File: src/rtl/usb_line_pkg.sv
// Shared USB line-level definitions: bus line states, SYNC pattern,
// bit-stuffing run length, EOP length and the transmitter state encoding.
package usb_line_pkg;

    // Line states as {d_p, d_n}
    localparam logic [1:0] LS_J   = 2'b10;
    localparam logic [1:0] LS_K   = 2'b01;
    localparam logic [1:0] LS_SE0 = 2'b00;

    localparam logic [7:0] SYNC_BYTE    = 8'h80;
    localparam int         STUFF_RUN    = 6;
    localparam int         EOP_SE0_BITS = 2;

    typedef enum logic [2:0] {
        IDLE    = 3'd0,
        SYNC    = 3'd1,
        DATA    = 3'd2,
        STUFF   = 3'd3,
        EOP_SE0 = 3'd4,
        EOP_J   = 3'd5,
        IPG     = 3'd6
    } tx_state_e;

endpackage

File: src/rtl/usb_stuff_nrzi_enc.sv
// Bit stuffer and NRZI line encoder. Advances only on bit_strobe.
// Tracks the run of consecutive line 1s and the current NRZI level, and
// registers the {d_p, d_n} drive value for the bit being sent.
// Priority on a strobe: SE0 request, then level reset (drives J), then raw bit.
module usb_stuff_nrzi_enc
    import usb_line_pkg::*;
(
    input  logic clk48_host,
    input  logic reset_n,
    input  logic bit_strobe,
    input  logic raw_bit,
    input  logic se0_req,
    input  logic level_rst,
    output logic stuff_req,
    output logic d_p,
    output logic d_n
);

    logic       level_j;   // 1 = line currently at J, 0 = at K
    logic [2:0] ones_cnt;  // consecutive 1s sent since the last 0

    // Encode one bit per strobe: SE0, forced J, or NRZI of the raw bit
    always_ff @(posedge clk48_host or negedge reset_n) begin
        if (!reset_n) begin
            level_j  <= 1'b1;
            ones_cnt <= 3'd0;
            d_p      <= 1'b1;
            d_n      <= 1'b0;
        end else if (bit_strobe) begin
            if (se0_req) begin
                {d_p, d_n} <= LS_SE0;
            end else if (level_rst) begin
                level_j    <= 1'b1;
                ones_cnt   <= 3'd0;
                {d_p, d_n} <= LS_J;
            end else if (!raw_bit) begin
                // A 0 toggles the line and breaks any run of 1s
                level_j    <= ~level_j;
                ones_cnt   <= 3'd0;
                {d_p, d_n} <= level_j ? LS_K : LS_J;
            end else begin
                if (ones_cnt < 3'(STUFF_RUN)) begin
                    ones_cnt <= ones_cnt + 3'd1;
                end
                {d_p, d_n} <= level_j ? LS_J : LS_K;
            end
        end
    end

    // Once the run reaches STUFF_RUN the next bit on the line must be a 0
    assign stuff_req = (ones_cnt == 3'(STUFF_RUN));

endmodule

File: src/rtl/usb_host_tx_phy.sv
// Host-side USB full-speed line transmitter. Frames each packet as SYNC,
// LSB-first data with bit stuffing, NRZI and EOP, then releases the bus for
// an inter-packet gap.
//
// Handshake: s_ready is a one-cycle pulse on the bit boundary where a byte
// is needed; the byte (and s_last) is taken when s_valid & s_ready. If
// s_valid is low on that cycle, underrun pulses instead and the packet is
// truncated straight into EOP. s_ready never depends on s_valid.
module usb_host_tx_phy
    import usb_line_pkg::*;
#(
    parameter int CLK_DIV  = 4,
    parameter int IPG_BITS = 2
) (
    input  logic       clk48_host,
    input  logic       reset_n,
    input  logic [7:0] s_data,
    input  logic       s_valid,
    input  logic       s_last,
    output logic       s_ready,
    output logic       usb_d_p_o,
    output logic       usb_d_n_o,
    output logic       usb_oe,
    output logic       busy,
    output logic       underrun,
    output tx_state_e  dbg_state
);

    localparam int TW = (CLK_DIV > 2) ? $clog2(CLK_DIV) : 1;

    logic [TW-1:0] bit_tmr;
    logic          tick;

    tx_state_e     state_q, state_d;
    logic [7:0]    shift_q, shift_d;
    logic [3:0]    bits_left_q, bits_left_d;
    logic          last_q, last_d;
    logic [7:0]    hold_q, hold_d;
    logic          oe_q, oe_d;

    logic          enc_raw, enc_se0, enc_lrst, stuff_req;
    logic          ready_c, underrun_c;

    // Free-running bit timer; a new line bit starts after every tick edge
    always_ff @(posedge clk48_host or negedge reset_n) begin
        if (!reset_n) begin
            bit_tmr <= '0;
        end else if (bit_tmr == TW'(CLK_DIV - 1)) begin
            bit_tmr <= '0;
        end else begin
            bit_tmr <= bit_tmr + 1'b1;
        end
    end

    assign tick = (bit_tmr == '0);

    // FSM and datapath state register
    always_ff @(posedge clk48_host or negedge reset_n) begin
        if (!reset_n) begin
            state_q     <= IDLE;
            shift_q     <= 8'h00;
            bits_left_q <= 4'd0;
            last_q      <= 1'b0;
            hold_q      <= 8'd0;
            oe_q        <= 1'b0;
        end else begin
            state_q     <= state_d;
            shift_q     <= shift_d;
            bits_left_q <= bits_left_d;
            last_q      <= last_d;
            hold_q      <= hold_d;
            oe_q        <= oe_d;
        end
    end

    // Next-state logic: on each tick choose the next line bit and its source
    always_comb begin
        state_d     = state_q;
        shift_d     = shift_q;
        bits_left_d = bits_left_q;
        last_d      = last_q;
        hold_d      = hold_q;
        oe_d        = oe_q;
        enc_raw     = 1'b1;
        enc_se0     = 1'b0;
        enc_lrst    = 1'b0;
        ready_c     = 1'b0;
        underrun_c  = 1'b0;

        if (tick) begin
            unique case (state_q)
                IDLE, IPG: begin
                    oe_d     = 1'b0;
                    enc_lrst = 1'b1;
                    if ((state_q == IPG) && (hold_q < 8'(IPG_BITS))) begin
                        hold_d = hold_q + 8'd1;
                    end else if (s_valid) begin
                        // First SYNC bit; the remaining seven go through the shifter
                        state_d     = SYNC;
                        oe_d        = 1'b1;
                        enc_lrst    = 1'b0;
                        enc_raw     = SYNC_BYTE[0];
                        shift_d     = {1'b0, SYNC_BYTE[7:1]};
                        bits_left_d = 4'd7;
                        last_d      = 1'b0;
                    end else begin
                        state_d = IDLE;
                    end
                end
                SYNC, DATA, STUFF: begin
                    if (stuff_req) begin
                        state_d = STUFF;
                        enc_raw = 1'b0;
                    end else if (bits_left_q != 4'd0) begin
                        state_d     = (state_q == SYNC) ? SYNC : DATA;
                        enc_raw     = shift_q[0];
                        shift_d     = {1'b0, shift_q[7:1]};
                        bits_left_d = bits_left_q - 4'd1;
                    end else if (last_q) begin
                        state_d = EOP_SE0;
                        enc_se0 = 1'b1;
                        hold_d  = 8'd1;
                    end else begin
                        // Byte boundary: a new byte is required now
                        ready_c = 1'b1;
                        if (s_valid) begin
                            state_d     = DATA;
                            enc_raw     = s_data[0];
                            shift_d     = {1'b0, s_data[7:1]};
                            bits_left_d = 4'd7;
                            last_d      = s_last;
                        end else begin
                            underrun_c = 1'b1;
                            state_d    = EOP_SE0;
                            enc_se0    = 1'b1;
                            hold_d     = 8'd1;
                        end
                    end
                end
                EOP_SE0: begin
                    if (hold_q < 8'(EOP_SE0_BITS)) begin
                        enc_se0 = 1'b1;
                        hold_d  = hold_q + 8'd1;
                    end else begin
                        state_d  = EOP_J;
                        enc_lrst = 1'b1;
                    end
                end
                EOP_J: begin
                    state_d  = IPG;
                    oe_d     = 1'b0;
                    enc_lrst = 1'b1;
                    hold_d   = 8'd1;
                end
                default: begin
                    state_d  = IDLE;
                    oe_d     = 1'b0;
                    enc_lrst = 1'b1;
                end
            endcase
        end
    end

    usb_stuff_nrzi_enc u_enc (
        .clk48_host (clk48_host),
        .reset_n    (reset_n),
        .bit_strobe (tick),
        .raw_bit    (enc_raw),
        .se0_req    (enc_se0),
        .level_rst  (enc_lrst),
        .stuff_req  (stuff_req),
        .d_p        (usb_d_p_o),
        .d_n        (usb_d_n_o)
    );

    assign s_ready   = ready_c;
    assign underrun  = underrun_c;
    assign usb_oe    = oe_q;
    assign busy      = (state_q != IDLE);
    assign dbg_state = state_q;

endmodule

File: config.mk
export PLATFORM = sky130hd
export DESIGN_NAME = usb_host_tx_phy
export DESIGN_NICKNAME = d
export VERILOG_FILES = /design/src/rtl/usb_line_pkg.sv /design/src/rtl/usb_stuff_nrzi_enc.sv /design/src/rtl/usb_host_tx_phy.sv
export SDC_FILE = /design/constraint.sdc
export NUM_CORES = 1
export LEC_CHECK = 0
export CORE_ASPECT_RATIO = 1.25
export CORE_UTILIZATION = 40
export CTS_CLUSTER_DIAMETER = 150
export DETAILED_ROUTE_END_ITERATION = 10
export SLEW_MARGIN = 20
export SYNTH_ARGS = -nofsm -noshare
export SYNTH_HDL_FRONTEND = slang
export SYNTH_SLANG_ARGS = --single-unit
File: constraint.sdc
create_clock -name clk48_host -period 2.6 [get_ports clk48_host]
set_clock_uncertainty 0.05 [all_clocks]
set_input_delay 0.26 -clock clk48_host [delete_from_list [all_inputs] [get_ports clk48_host]]
set_output_delay 0.26 -clock clk48_host [all_outputs]
set_load 0.005 [all_outputs]
# --- Word-level counts from Yosys, hierarchy flattened ---
# Cells that the tools add are included.
# Widths: inputs -> output; s select.
totals:
  output_inout_bits: 9
  inputBits: 12
  ff_bits: 33
op_classes:
  n_eq_ne: 20
  bitwise_logic: 3
  addsub: 4
  n_mux: 80
  reduce_logical: 18
  magnitude_cmp: 2
ops:
  columns: ["cell", "n"]
  rows:
  - ["$mux 8", 12]
  - ["$mux 1", 41]
  - ["$pmux 8 s4", 1]
  - ["$mux 3", 9]
  - ["$mux 4", 5]
  - ["$ne 2x2->1 const B", 8]
  - ["$pmux 8 s2", 1]
  - ["$reduce_and 7->1", 2]
  - ["$eq 3x3->1 const B", 4]
  - ["$ne 3x3->1 const B", 4]
  - ["$pmux 3 s4", 1]
  - ["$reduce_and 3->1", 3]
  - ["$add 8x1->8 const B", 1]
  - ["$lt 8x2->1 const B", 1]
  - ["$mux 2", 4]
  - ["$pmux 1 s2", 4]
  - ["$pmux 4 s2", 1]
  - ["$reduce_bool 4->1", 2]
  - ["$eq 3x2->1 const B", 2]
  - ["$reduce_and 6->1", 1]
  - ["$reduce_and 5->1", 1]
  - ["$reduce_or 4->1", 1]
  - ["$sub 4x1->4 const B", 1]
  - ["$add 3x1->3 const B", 1]
  - ["other kinds (14)", 16]

# --- Logic depth before layout (Yosys ltp) ---
# Gate-level depths: netlist of the first run.
logic_depth:
  depth_word: 9
  mapped_depth: 8

# --- Modules after synthesis ---
# Synthesis of the first run repeated with hierarchy kept, for this count alone.
unflattened:
  hier_cells: 188
  area_unflattened_um2: 1779.2
by_module_without_submodules:
  columns: ["module", "seq_area_each_um2", "area_per_inst_um2", "n_inst", "cells_per_inst"]
  rows:
  - ["usb_host_tx_phy", 650.6, 1450.1, 1, 157]
  - ["usb_stuff_nrzi_enc", 152.6, 329.1, 1, 31]

# --- Worst setup path after synthesis of the first run ---
# OpenSTA, ideal clock, no wires.
synth_path:
  path_type: "register to register"
  startpoint: "reg bits_left_q[0]"
  endpoint: "reg u_enc.d_n"
  path_buffers: 0
  path_stages_with_launch: 8
  required_ns: 2.430
  setup_ns: 0.120
  path_slack_ns: 0.582
  synth_period_minus_slack_ns: 2.018
  t_arrival_ns: 1.848
  cell_sequence: "dfrtp_1 inv_1 ha_1 or3b_1 nor3_2 o311ai_1 or3_4 a41o_1"
synth_via:
  elab_chain_len: 8
  elab_cells_between_ends: 12
synth_rtl:
  columns: ["element", "line_no", "text"]
  rows:
  - ["from (decl)", "usb_host_tx_phy.sv:36", "logic [3:0] bits_left_q, bits_left_d;"]
  - ["from (signal assigned)", "usb_host_tx_phy.sv:69", "bits_left_q <= bits_left_d;"]
  - ["$reduce_bool 4->1 (*)", "usb_host_tx_phy.sv:114", "end else if (bits_left_q != 4'd0) begin"]
  - ["$mux 1", "usb_host_tx_phy.sv:114", null]
  - ["$mux 1", "usb_host_tx_phy.sv:111", "if (stuff_req) begin"]
  - ["$pmux 1 s2", "usb_host_tx_phy.sv:91", "unique case (state_q)"]
  - ["$mux 1", "usb_host_tx_phy.sv:90", "if (tick) begin"]
  - ["$mux 1", "usb_stuff_nrzi_enc.sv:36", "end else if (!raw_bit) begin"]
  - ["$mux 1", "usb_stuff_nrzi_enc.sv:32", "end else if (level_rst) begin"]
  - ["$mux 1 (*)", "usb_stuff_nrzi_enc.sv:30", "if (se0_req) begin"]
  - ["to (signal assigned)", "usb_stuff_nrzi_enc.sv:40", "{d_p, d_n} <= level_j ? LS_K : LS_J;"]
  - ["to (signal assigned)", "usb_stuff_nrzi_enc.sv:45", "{d_p, d_n} <= level_j ? LS_J : LS_K;"]
  - ["to (decl)", "usb_stuff_nrzi_enc.sv:16", "output logic d_n"]
# Mark *: on every way between the ends. The rest lies on a longest branch, timed or not.
# A chain may end at the register's enable or synchronous reset.

# --- Final worst setup path of the first run ---
layout_path:
  startpoint: "reg bits_left_q[0]"
  endpoint: "out underrun"
layout_via:
  elab_chain_len: 5
layout_rtl:
  columns: ["element", "line_no", "text"]
  rows:
  - ["$reduce_bool 4->1", "usb_host_tx_phy.sv:114", null]
  - ["$mux 1", "usb_host_tx_phy.sv:114", null]
  - ["$mux 1", "usb_host_tx_phy.sv:111", null]
  - ["$mux 1", "usb_host_tx_phy.sv:91", null]
  - ["$mux 1", "usb_host_tx_phy.sv:90", null]
  - ["to (decl)", "usb_host_tx_phy.sv:25", "output logic underrun,"]
# Every way passes these cells.

==> impl_results.md, run 1 <==
- Result of the run: finished clean
- Hold Vio Cnt, Final: 0
- Register-to-register path setup slack: 0.36 ns
- Horizontal die dimension: 62.5 microns
- Reg2reg end: bits_left_q[2]
- Clock transition time at the flip-flop clock pins of the worst setup and hold paths: 0.06 ns
- Routability cong.: 0.830
- DIE AREA: 4850 sq um
- GRT Total Usage: 18.2%
- Share of synthesized flip-flops with an asynchronous set or reset: 100%
- Total Nets Final: 236
- Core Area: 4390 sq um
- Antenna cell count: 0
- Total length of routed wires: 3.96 mm
- Crit-path cells: inv_2, ha_2, nor3b_4, nand2_2, nor4_4, and2_1, clkdlybuf4s50_1
- Post-CTS setup-driven buffer insertion count: 0
- Tot Pwr: 1160 uW
- Count of warnings emitted by yosys: 0
- TritonCTS clock tree: built
- Detailed-route via count: 1519
- Die Height: 77.6 microns
- Worst Reg2Reg Path Length in Cells: 5
- Max stage delay on crit path: 0.49 ns
- Reg-to-reg startpoint: dbg_state[2]
- Clock insertion delay at the later pin of the skew report: 0.28 ns
- Synthesized netlist cell count: 191
- Sinks on the clock net: 32
- Residual overflow from global routing: 0
- Total negative setup slack: 0 ns
- Total number of placement rows: 27
- Initial antenna violation count: 0
- Count of max-cap constraint violations: 0
- I/O pin count: 21
- First drt pass iteration count: 4
- Final critical-path required period: 2.45 ns
- Buffers and inverters on the worst path: 2
- Maximum number of pins on one net before global-route repair: 33
- Power per cell area: 519 nW/um^2
- Final-layout fill cell count: 428
- Worst-case vdd ir drop: 0.000275 V
- Worst-path maximum fanout: 3
- Actual slew at the worst max-slew pin: 0.736 ns
- Top_reg_cell synth: sky130_fd_sc_hd__dfrtp_1
- Global-route wire length before repair: 6.90 mm
- Effective utilization at floorplan: 41.6%
- Fraction of layout cells with a size suffix above 1: 13.8%
- Synthesis-to-layout area growth: 22.5%
- Yosys cell types: 54
- EDFF count, synth: 0
- Final setup violation count: 0
- Synth Area per Inst: 9.57 sq um
- Worst hold-check path type: primary input to asynchronous set/reset pin
- Standard cell with the maximum stage delay on the critical path: sky130_fd_sc_hd__clkdlybuf4s50_1
- Critical Path RT: 2.29 ns
- Count of input and output buffers: 20
- Via density per instance: 5.52
- Sequential cell area fraction in the yosys report: 43.9%
- Critical path start-end classification: register to output port
- Critical Path Source Type: register
- Wire length per cell: 14.4 microns
- Cell leakage power: 0.00101 uW
- Worst-case clock buffer depth: 2
- CTS root buffer: sky130_fd_sc_hd__clkbuf_8
- Crit end category: output port
- Arrival time of the worst setup path: 2.14 ns
- Clock buffer count from CTS: 5
- Period utilisation layout: 94.3%
- Peak clock frequency supported by timing: 408 MHz
- Initial DRC Count: 78
- Cell type group with the largest total delay on the critical path: simple AND/OR/NAND/NOR gates
- Synthesized area: 1830 sq um
- DRC viols: 0
- Slew Viols, Final: 0
- Slew margin rel.: 50.8%
- Post-synthesis net count: 210
- Count of nets left with antenna violations after detail routing: 0
- Number of levels in the clock H-tree: 2
- Vias in the first global route: 1567
- Hpwl dp: 2.98 mm
- Unrepaired setup endpoints after global routing: false
- Number of synthesized register bits: 32
==> power by group <==
group          switching [uW]  total, uW  internal [uW]
clock network             176        411            235
logic                     101        195           94.0
registers                24.4        556            532
total                     301       1160            861
==> timing repair <==
| action | in CTS | in global routing |
|---|---|---|
| setup endpoints to repair | 0 | 2 |
| gates resized for setup | 0 | 7 |
| hold buffers | 0 | 0 |
==> final cells by class <==
class | count | area [sq um] | share of cell area [%]
Multi-Input combinational cell | 141 | 976 | 43.6
Sequential cell | 32 | 803 | 35.9
Timing Repair Buffer | 27 | 253 | 11.3
Clock buffer | 7 | 96.3 | 4.30
Tap cell | 58 | 72.6 | 3.24
Inverter | 10 | 37.5 | 1.68
==> worst max path at each step <==
stage,startpoint,end,slack (ns),cells past startpoint
2_1_floorplan,bits_left_q[0],u_enc.d_n,0.58,7
3_3_place_gp,bits_left_q[0],underrun,0.43,7
3_5_place_dp,bits_left_q[0],underrun,0.40,7
4_1_cts,bits_left_q[0],underrun,0.07,7
5_1_grt,bits_left_q[0],underrun,0.03,7
6_report,bits_left_q[0],underrun,0.15,7
==> metrics by stage <==
stage          setup slack (ns)  instances  hold slack [ns]  util [%]  cell area (sq um)
2_1_floorplan             0.582        191          -0.0856         -               1830
3_3_place_gp              0.431        268            0.384      48.2               2120
3_5_place_dp              0.397        268            0.401      48.2               2120
4_1_cts                  0.0683        275            0.343      50.4               2210
5_1_grt                  0.0277        275            0.373      51.0               2240
6_report                  0.147        275            0.317      51.0               2240
==> layout by cell type (no fill, tap or decap), types with 5 or more instances in the layout <==
cell type / n
sky130_fd_sc_hd__nand3_1: 5
sky130_fd_sc_hd__dfrtp_1: 30
sky130_fd_sc_hd__a31oi_1: 5
sky130_fd_sc_hd__buf_4: 7
sky130_fd_sc_hd__mux2i_1: 8
sky130_fd_sc_hd__clkbuf_8: 7
sky130_fd_sc_hd__o31ai_1: 7
sky130_fd_sc_hd__ha_1: 6
sky130_fd_sc_hd__and2_1: 8
sky130_fd_sc_hd__inv_1: 8
sky130_fd_sc_hd__nor2_1: 15
sky130_fd_sc_hd__clkdlybuf4s50_1: 20
sky130_fd_sc_hd__nand2_1: 20
sky130_fd_sc_hd__a21oi_1: 10
==> cells by family (layout without fill, tap and decap cells) <==
group | count (synthesis) | after routing | share of synthesized area, %
AND/OR/NAND/NOR | 73 | 73 | 21.6
AO/OA/AOI/OAI | 50 | 50 | 19.6
flip-flops | 32 | 32 | 43.9
buffers and inverters | 18 | 44 | 4.11
multiplexers | 9 | 9 | 5.00
adder cells (fa/ha/maj) | 7 | 7 | 4.79
XOR/XNOR | 2 | 2 | 0.958
==> cell usage after synthesis, drive strengths merged (2+ instances only) <==
cell type | instances | area, sq um
nor4 | 2 | 18.8
ha | 7 | 87.6
nand2b | 3 | 18.8
o211ai | 2 | 15.0
nand4 | 2 | 12.5
o31ai | 7 | 52.6
nand3 | 5 | 25.0
o21ai | 7 | 35.0
o21bai | 2 | 15.0
nor2 | 15 | 56.3
and2 | 8 | 50.1
nand2 | 21 | 78.8
mux2i | 8 | 80.1
buf | 6 | 30.0
or2 | 2 | 12.5
clkbuf | 2 | 7.51
a21oi | 10 | 50.1
dfrtp | 30 | 751
dfstp | 2 | 52.6
or3 | 3 | 23.8
a31oi | 5 | 31.3
nor3 | 5 | 30.0
inv | 10 | 37.5
o2111ai | 3 | 32.5
==> registers in the layout, indices dropped and copies added (netlist names) <==
name	flops
hold_q	8
shift_q	7
bits_left_q	4
dbg_state	3
u_enc.ones_cnt	3
bit_tmr	2
last_q	1
u_enc.d_n	1
u_enc.d_p	1
u_enc.level_j	1
usb_oe	1
==> per-layer routing <==
layer | up-vias | wire length (microns) | share of wire, % | GRT usage, %
li1 | 745 | - | - | -
met1 | 736 | 1670 | 42 | 20.0
met2 | 29 | 2080 | 52 | 32.7
met3 | 9 | 134 | 3.4 | 4.12
met4 | 0 | 78 | 2.0 | 8.60
met5 | - | 0 | 0 | 0
Note: power is estimated with default switching activity, not from simulation.
==> run 2, diff against run 1 <==
- CAP_MARGIN: default -> 20
- PLACE_DENSITY_LB_ADDON: default -> 0.3
==> run 2 against run 1 <==
Against the previous run: hold slack improved by 0.010 ns; register-to-register slack improved by 0.03 ns; global-route usage shrank 0.62 points; cell count grew 0.73%; critical path type unchanged; combinational power fell by 2%; total power fell by 0.79%; non-clock buffer count increased by 2; utilization shrank 0.11 points; clock-buffer cell count did not move; first-iteration DRC count down 15%; critical path depth unchanged.
==> impl_results.md, run 2 (synthesis gave the netlist of run 1 again) <==
- Residual overflow from global routing: 0 (unchanged)
- Vias in the first global route: 1477 (-5.7%)
- Initial antenna violation count: 0 (unchanged)
- Effective utilization at floorplan: 41.6% (unchanged)
- Total Nets Final: 238 (+0.85%)
- GRT Total Usage: 17.6% (-0.62 points)
- Power per cell area: 516 nW/um^2 (-0.56%)
- Most used cells in the layout excluding fill and tap cells: 30 x sky130_fd_sc_hd__dfrtp_1, 21 x sky130_fd_sc_hd__nand2_1, 20 x sky130_fd_sc_hd__clkdlybuf4s50_1
- Routability cong.: 0.838 (+0.99%)
- Worst-case vdd ir drop: 0.000337 V (+23%)
- Crit end category: output port
- Launch point of the worst path: bits_left_q[0]
- Actual slew at the worst max-slew pin: 0.565 ns (-0.171 ns)
- Total number of placement rows: 27 (unchanged)
- Clock buffer count from CTS: 5 (unchanged)
- Critical Path Source Type: register
- Result of the run: finished clean
- Die Height: 77.6 microns (unchanged)
- Leading cell type in the layout, fill and taps excluded: sky130_fd_sc_hd__dfrtp_1
- Arrival time of the worst setup path: 2.15 ns (about the same)
- Final-layout fill cell count: 423 (-1.2%)
- TritonCTS clock tree: built
- Via density per instance: 5.55 (+0.45%)
- Critical path start-end classification: register to output port
- Worst-path maximum fanout: 3 (unchanged)
- Count of max-cap constraint violations: 0 (unchanged)
- Initial DRC Count: 66 (-15%)
- Worst-case clock buffer depth: 2 (unchanged)
- Max FFs per register: 8 (unchanged)
- Hold Vio Cnt, Final: 0 (unchanged)
- Register-to-register path setup slack: 0.39 ns (+0.03 ns)
- DIE AREA: 4850 sq um (unchanged)
- Registers with the highest flip-flop counts: hold_q x8, shift_q x7, bits_left_q x4
- Synthesis-to-layout area growth: 22.2%
- Count of nets left with antenna violations after detail routing: 0 (unchanged)
- Core Area: 4390 sq um (unchanged)
- Clock transition time at the flip-flop clock pins of the worst setup and hold paths: 0.07 ns (about the same)
- Number of levels in the clock H-tree: 2 (unchanged)
- Clock insertion delay at the later pin of the skew report: 0.28 ns (about the same)
- DRC viols: 0 (unchanged)
- Cell leakage power: 0.00102 uW (+1.3%)
- CTS root buffer: sky130_fd_sc_hd__clkbuf_8
- Hpwl dp: 2.84 mm (-4.6%)
- Worst hold-check path type: primary input to asynchronous set/reset pin
- Slew Viols, Final: 0 (unchanged)
- Post-Route Utilization: 50.9% (-0.11 points)
- Final setup violation count: 0 (unchanged)
- Most flop-heavy register: hold_q
- Slew margin rel.: 61.7% (+11 points)
- Area occupied by multi-input gates: 956 sq um (-2.1%)
- Wire length per cell: 14.2 microns (-0.97%)
- Maximum number of pins on one net before global-route repair: 33 (unchanged)
- Global-route wire length before repair: 6.60 mm (-4.4%)
- Count of input and output buffers: 20 (unchanged)
- Total length of routed wires: 3.95 mm (-0.25%)
- Critical Path RT: 2.29 ns (about the same)
- Horizontal die dimension: 62.5 microns (unchanged)
- Final critical-path required period: 2.46 ns (+0.00267 ns)
- Peak clock frequency supported by timing: 407 MHz (-0.11%)
- Reg-to-reg startpoint: bits_left_q[0]
- Sinks on the clock net: 32 (unchanged)
- Hold_buf cts: 0 (unchanged)
- FF/Latch Area: 803 sq um (unchanged)
- I/O pin count: 21 (unchanged)
- Detailed-route via count: 1537 (+1.2%)
- Total negative setup slack: 0 ns (unchanged)
- Unrepaired setup endpoints after global routing: false
- Fraction of layout cells with a size suffix above 1: 12.8% (-1.0 points)
- Period utilisation layout: 94.4% (+0.10 points)
- First drt pass iteration count: 4 (unchanged)
- Antenna cell count: 0 (unchanged)
run 2: changes by cell type in the layout (fill, tap and decap cells not counted), sizes merged:
| cell | before | now |
|---|---|---|
| buf | 7 | 9 |
run 2: worst max-delay path: stages, from the launching register on:
cell and delay, ns:
sky130_fd_sc_hd__dfrtp_1 0.37, sky130_fd_sc_hd__inv_1 0.11, sky130_fd_sc_hd__ha_1 0.18, sky130_fd_sc_hd__nor3b_2 0.22, sky130_fd_sc_hd__nand2_1 0.13, sky130_fd_sc_hd__nor4_2 0.20, sky130_fd_sc_hd__and2_1 0.17, sky130_fd_sc_hd__clkdlybuf4s50_1 0.49
run 2: power breakdown:
part           switching (uW)  internal (uW)
Clock                     171            235
Sequential               24.2            532
Combinational            97.9           93.0
Total                     293            860
run 2: path summary, 6_finish.rpt:
| kind | to | cells after the start |
|---|---|---|
| min in group clk48_host | bit_tmr[0] | 1 |
| max reg2reg | u_enc.ones_cnt[2] | 8 |
| max in group asynchronous | u_enc.level_j | 2 |
| min | shift_q[5] | 2 |
| max | underrun | 7 |
| min reg2reg | bit_tmr[0] | 1 |
run 2: what timing repair did:
item                       in CTS  in global routing
setup buffers                   0                  0
hold endpoints to repair        0                  0
gates resized for setup         0                  1
setup endpoints to repair       0                  1
run 2: cell type report:
| cell class | count | area share, % |
|---|---|---|
| Tap cell | 58 | 3.25 |
| Multi-Input combinational cell | 141 | 42.8 |
| Clock buffer | 7 | 4.31 |
| Sequential cell | 32 | 36.0 |
| Timing Repair Buffer | 29 | 12.0 |
| Inverter | 10 | 1.68 |
run 2: routing by layer:
metal / track usage, % / vias to the layer above / share of wire, %
li1: - / 761 / -
met1: 20.2 / 733 / 46
met2: 28.8 / 34 / 48
met3: 4.85 / 9 / 3.6
met4: 10.7 / 0 / 2.4
met5: 0 / - / 0
run 2: per-stage QoR:
step	cells	instance area (sq um)	power, uW	hold WS (ns)	setup slack [ns]
5_1_grt	277	2230	1220	0.358	0.00252
4_1_cts	277	2230	1170	0.345	0.0282
3_3_place_gp	270	2130	752	0.387	0.450
2_1_floorplan	191	1830	669	-0.0856	0.582
6_report	277	2230	1150	0.327	0.145
3_5_place_dp	270	2130	755	0.398	0.355
==> variant (settings of run 1) <==
Change the parameter `CLK_DIV` from 4 to 8.
--- a/src/rtl/usb_host_tx_phy.sv
+++ b/src/rtl/usb_host_tx_phy.sv
@@ -9,7 +9,7 @@
 module usb_host_tx_phy
     import usb_line_pkg::*;
 #(
-    parameter int CLK_DIV  = 4,
+    parameter int CLK_DIV  = 8,
     parameter int IPG_BITS = 2
 ) (
     input  logic       clk48_host,
Check against the original RTL: not equivalent (a bounded check fails within 10 cycles, from zero or initial values and one cycle with reset_n low).
==> variant against run 1 <==
Routed wire length up 2.7%; core utilization up 0.33 points; first-iteration DRC count down 42%; via count up 1.5%; largest cell class unchanged; cell area up 3.0%; final cell count up 1.1%; sequential cell count up 1; hold slack better by 0.0050 ns; synthesized cell count up 4.2%; synthesized area up 4.2%; setup slack better by 0.058 ns.
Power is not compared: it rests on default switching activity, and its combinational part moved more than twofold at a synthesized area within 25%.
==> variant: results (changes against run 1) <==
stage;metric;value;unit;change
clock_network;CTS H-tree depth;2;;unchanged
grt;GRT Resource Usage Total;18.32;%;was 18.19%
finish;layout cells sized above 1;11.82;%;was 13.82%
grt;pin count of the biggest net entering global routing;34;;was 33
setup_path;Worst EP arrival;2.08;ns;was 2.14 ns
clock_network;Max clock buf depth;2;;unchanged
synth;Syn Nets;219;;was 210
placed_design;dpl hpwl;2911;µm;was 2975 µm
synth;yosys synthesis warning count;0;;unchanged
setup_path;Crit-path slowest cell;clkdlybuf4s50_1;;unchanged
drt;drt initial violations;45;;was 78
setup_path;CP delay by family, top;buffers and inverters;;was simple AND/OR/NAND/NOR gates
placed_design;gpl congestion;0.8418;;was 0.8298
synth;Synth area leaders;dfrtp_1 (41%), ha_1 (5.3%), nand2_1 (3.9%), mux2i_1 (3.7%), o21ai_0 (2.9%);;was dfrtp_1 (41%), ha_1 (4.8%), mux2i_1 (4.4%), nand2_1 (4.3%), nor2_1 (3.1%)
power;P_leak;0.001022;µW;
sta;setup TNS;0;ns;unchanged
setup_path;reg2reg setup slack;0.33;ns;was 0.36 ns
synth;commonest cells in the netlist;dfrtp_1 (31), nand2_1 (20), nor2_1 (14);;was dfrtp_1 (30), nand2_1 (21), nor2_1 (15)
setup_path;CP peak stage delay;0.54;ns;was 0.49 ns
grt;first-pass GRT wire length;7217;µm;was 6900 µm
grt;antenna violations before repair;0;;unchanged
synth;Seq/Total Area, Yosys;43.50;%;was 43.94%
clock_network;Resized Gates After CTS;0;;unchanged
finish;ant diodes;0;;unchanged
clock_network;Worst-path clk slew;0.07;ns;
hold_path;Tightest Hold Check Type;input port to async pin;;unchanged
clock_network;clock root buffer;clkbuf_8;;unchanged
drt;Initial DRT Pass Iterations;4;;unchanged
sta;max_slew headroom;62.63;%;was 50.81%
drt;post-DR wirelength/cell;14.60;µm;was 14.38 µm
run_status;status;complete, no violations;;unchanged
setup_path;crit-path max FO;8;;was 3
grt;vias in the first global route;1593;;was 1,567
drt;vias post-DR;1542;;was 1,519
placed_design;Port Buffer Count;20;;unchanged
synth;FFs w/ async S/R, synth;100.0;%;unchanged
finish;Final #Nets;239;;was 236
finish;Regs by FF count;hold_q: 8 flops, shift_q: 7 flops, bits_left_q: 4 flops;;unchanged
synth;Netlist cell types;49;;was 54
clock_network;CTS buffer count;5;;unchanged
## variant: changes by cell type in the layout (fill, tap and decap cells not counted), sizes merged, moves of 3 or more
cell / delta
nor2b: +6
nor3: +3
o2111ai: -3
and2: -6
buf: -3
a21oi: -3
o21ai: +9
## variant: cell type report
| class | count | area (µm²) |
|---|---|---|
| fill | 421 | 2188 |
| multi-input combinational | 145 | 997.2 |
| sequential | 33 | 830.8 |
| timing repair buffer | 24 | 232.7 |
| tap | 58 | 72.57 |
| clock buffer | 5 | 68.82 |
| clock inverter | 3 | 65.06 |
| inverter | 10 | 37.54 |
## variant: cell families after synthesis
| family | synth area share, % |
|---|---|
| xor gates and xnor gates | 1.380 |
| muxes | 4.271 |
| adders and majority gates | 5.256 |
| DFF | 43.50 |
| and+or+nand+nor | 21.55 |
| buffers and inverters | 5.190 |
| AOI/OAI and AO/OA | 18.86 |
## variant: metal layers
metal / GRT usage [%] / routed length, µm
met1: 22.16 / 1724
met2: 30.74 / 2011
met3: 3.592 / 213
met4: 9.091 / 110
met5: 0 / 0
## variant: stage by stage
step / instances / hold WS, ns / instance area, µm² / setup slack (ns) / total power (µW)
5_1_grt: 278 / 0.3615 / 2305 / 0.008957 / 1156
3_3_place_gp: 270 / 0.3896 / 2146 / 0.3643 / 554.4
4_1_cts: 278 / 0.3363 / 2280 / 0.01704 / 1131
2_1_floorplan: 199 / -0.08559 / 1904 / 0.7136 / 526.3
3_5_place_dp: 270 / 0.4071 / 2146 / 0.3338 / 555.4
6_report: 278 / 0.3219 / 2305 / 0.2053 / 1118
## variant: path summary, 6_finish.rpt
kind | to | depth (start not counted) | from
worst max-delay path | s_ready | 4 | dbg_state[2]$_DFFE_PN0P_
worst min-delay path | hold_q[0]$_DFFE_PN0P_ | 2 | reset_n
worst max register to register | shift_q[0]$_DFFE_PN0P_ | 7 | bit_tmr[0]$_DFF_PN0_
worst min register to register | bit_tmr[0]$_DFF_PN0_ | 1 | bit_tmr[0]$_DFF_PN0_
max in group asynchronous | u_enc.d_p$_DFFE_PN1P_ | 2 | reset_n
min in group clk48_host | bit_tmr[0]$_DFF_PN0_ | 1 | bit_tmr[0]$_DFF_PN0_
## variant: where the power goes
part	internal [µW]	switching, µW	leakage [µW]
Sequential	513	0	0.000422
Combinational	15.9	15.9	0.000533
Clock	381	192	0.0000681
Total	910	208	0.00102
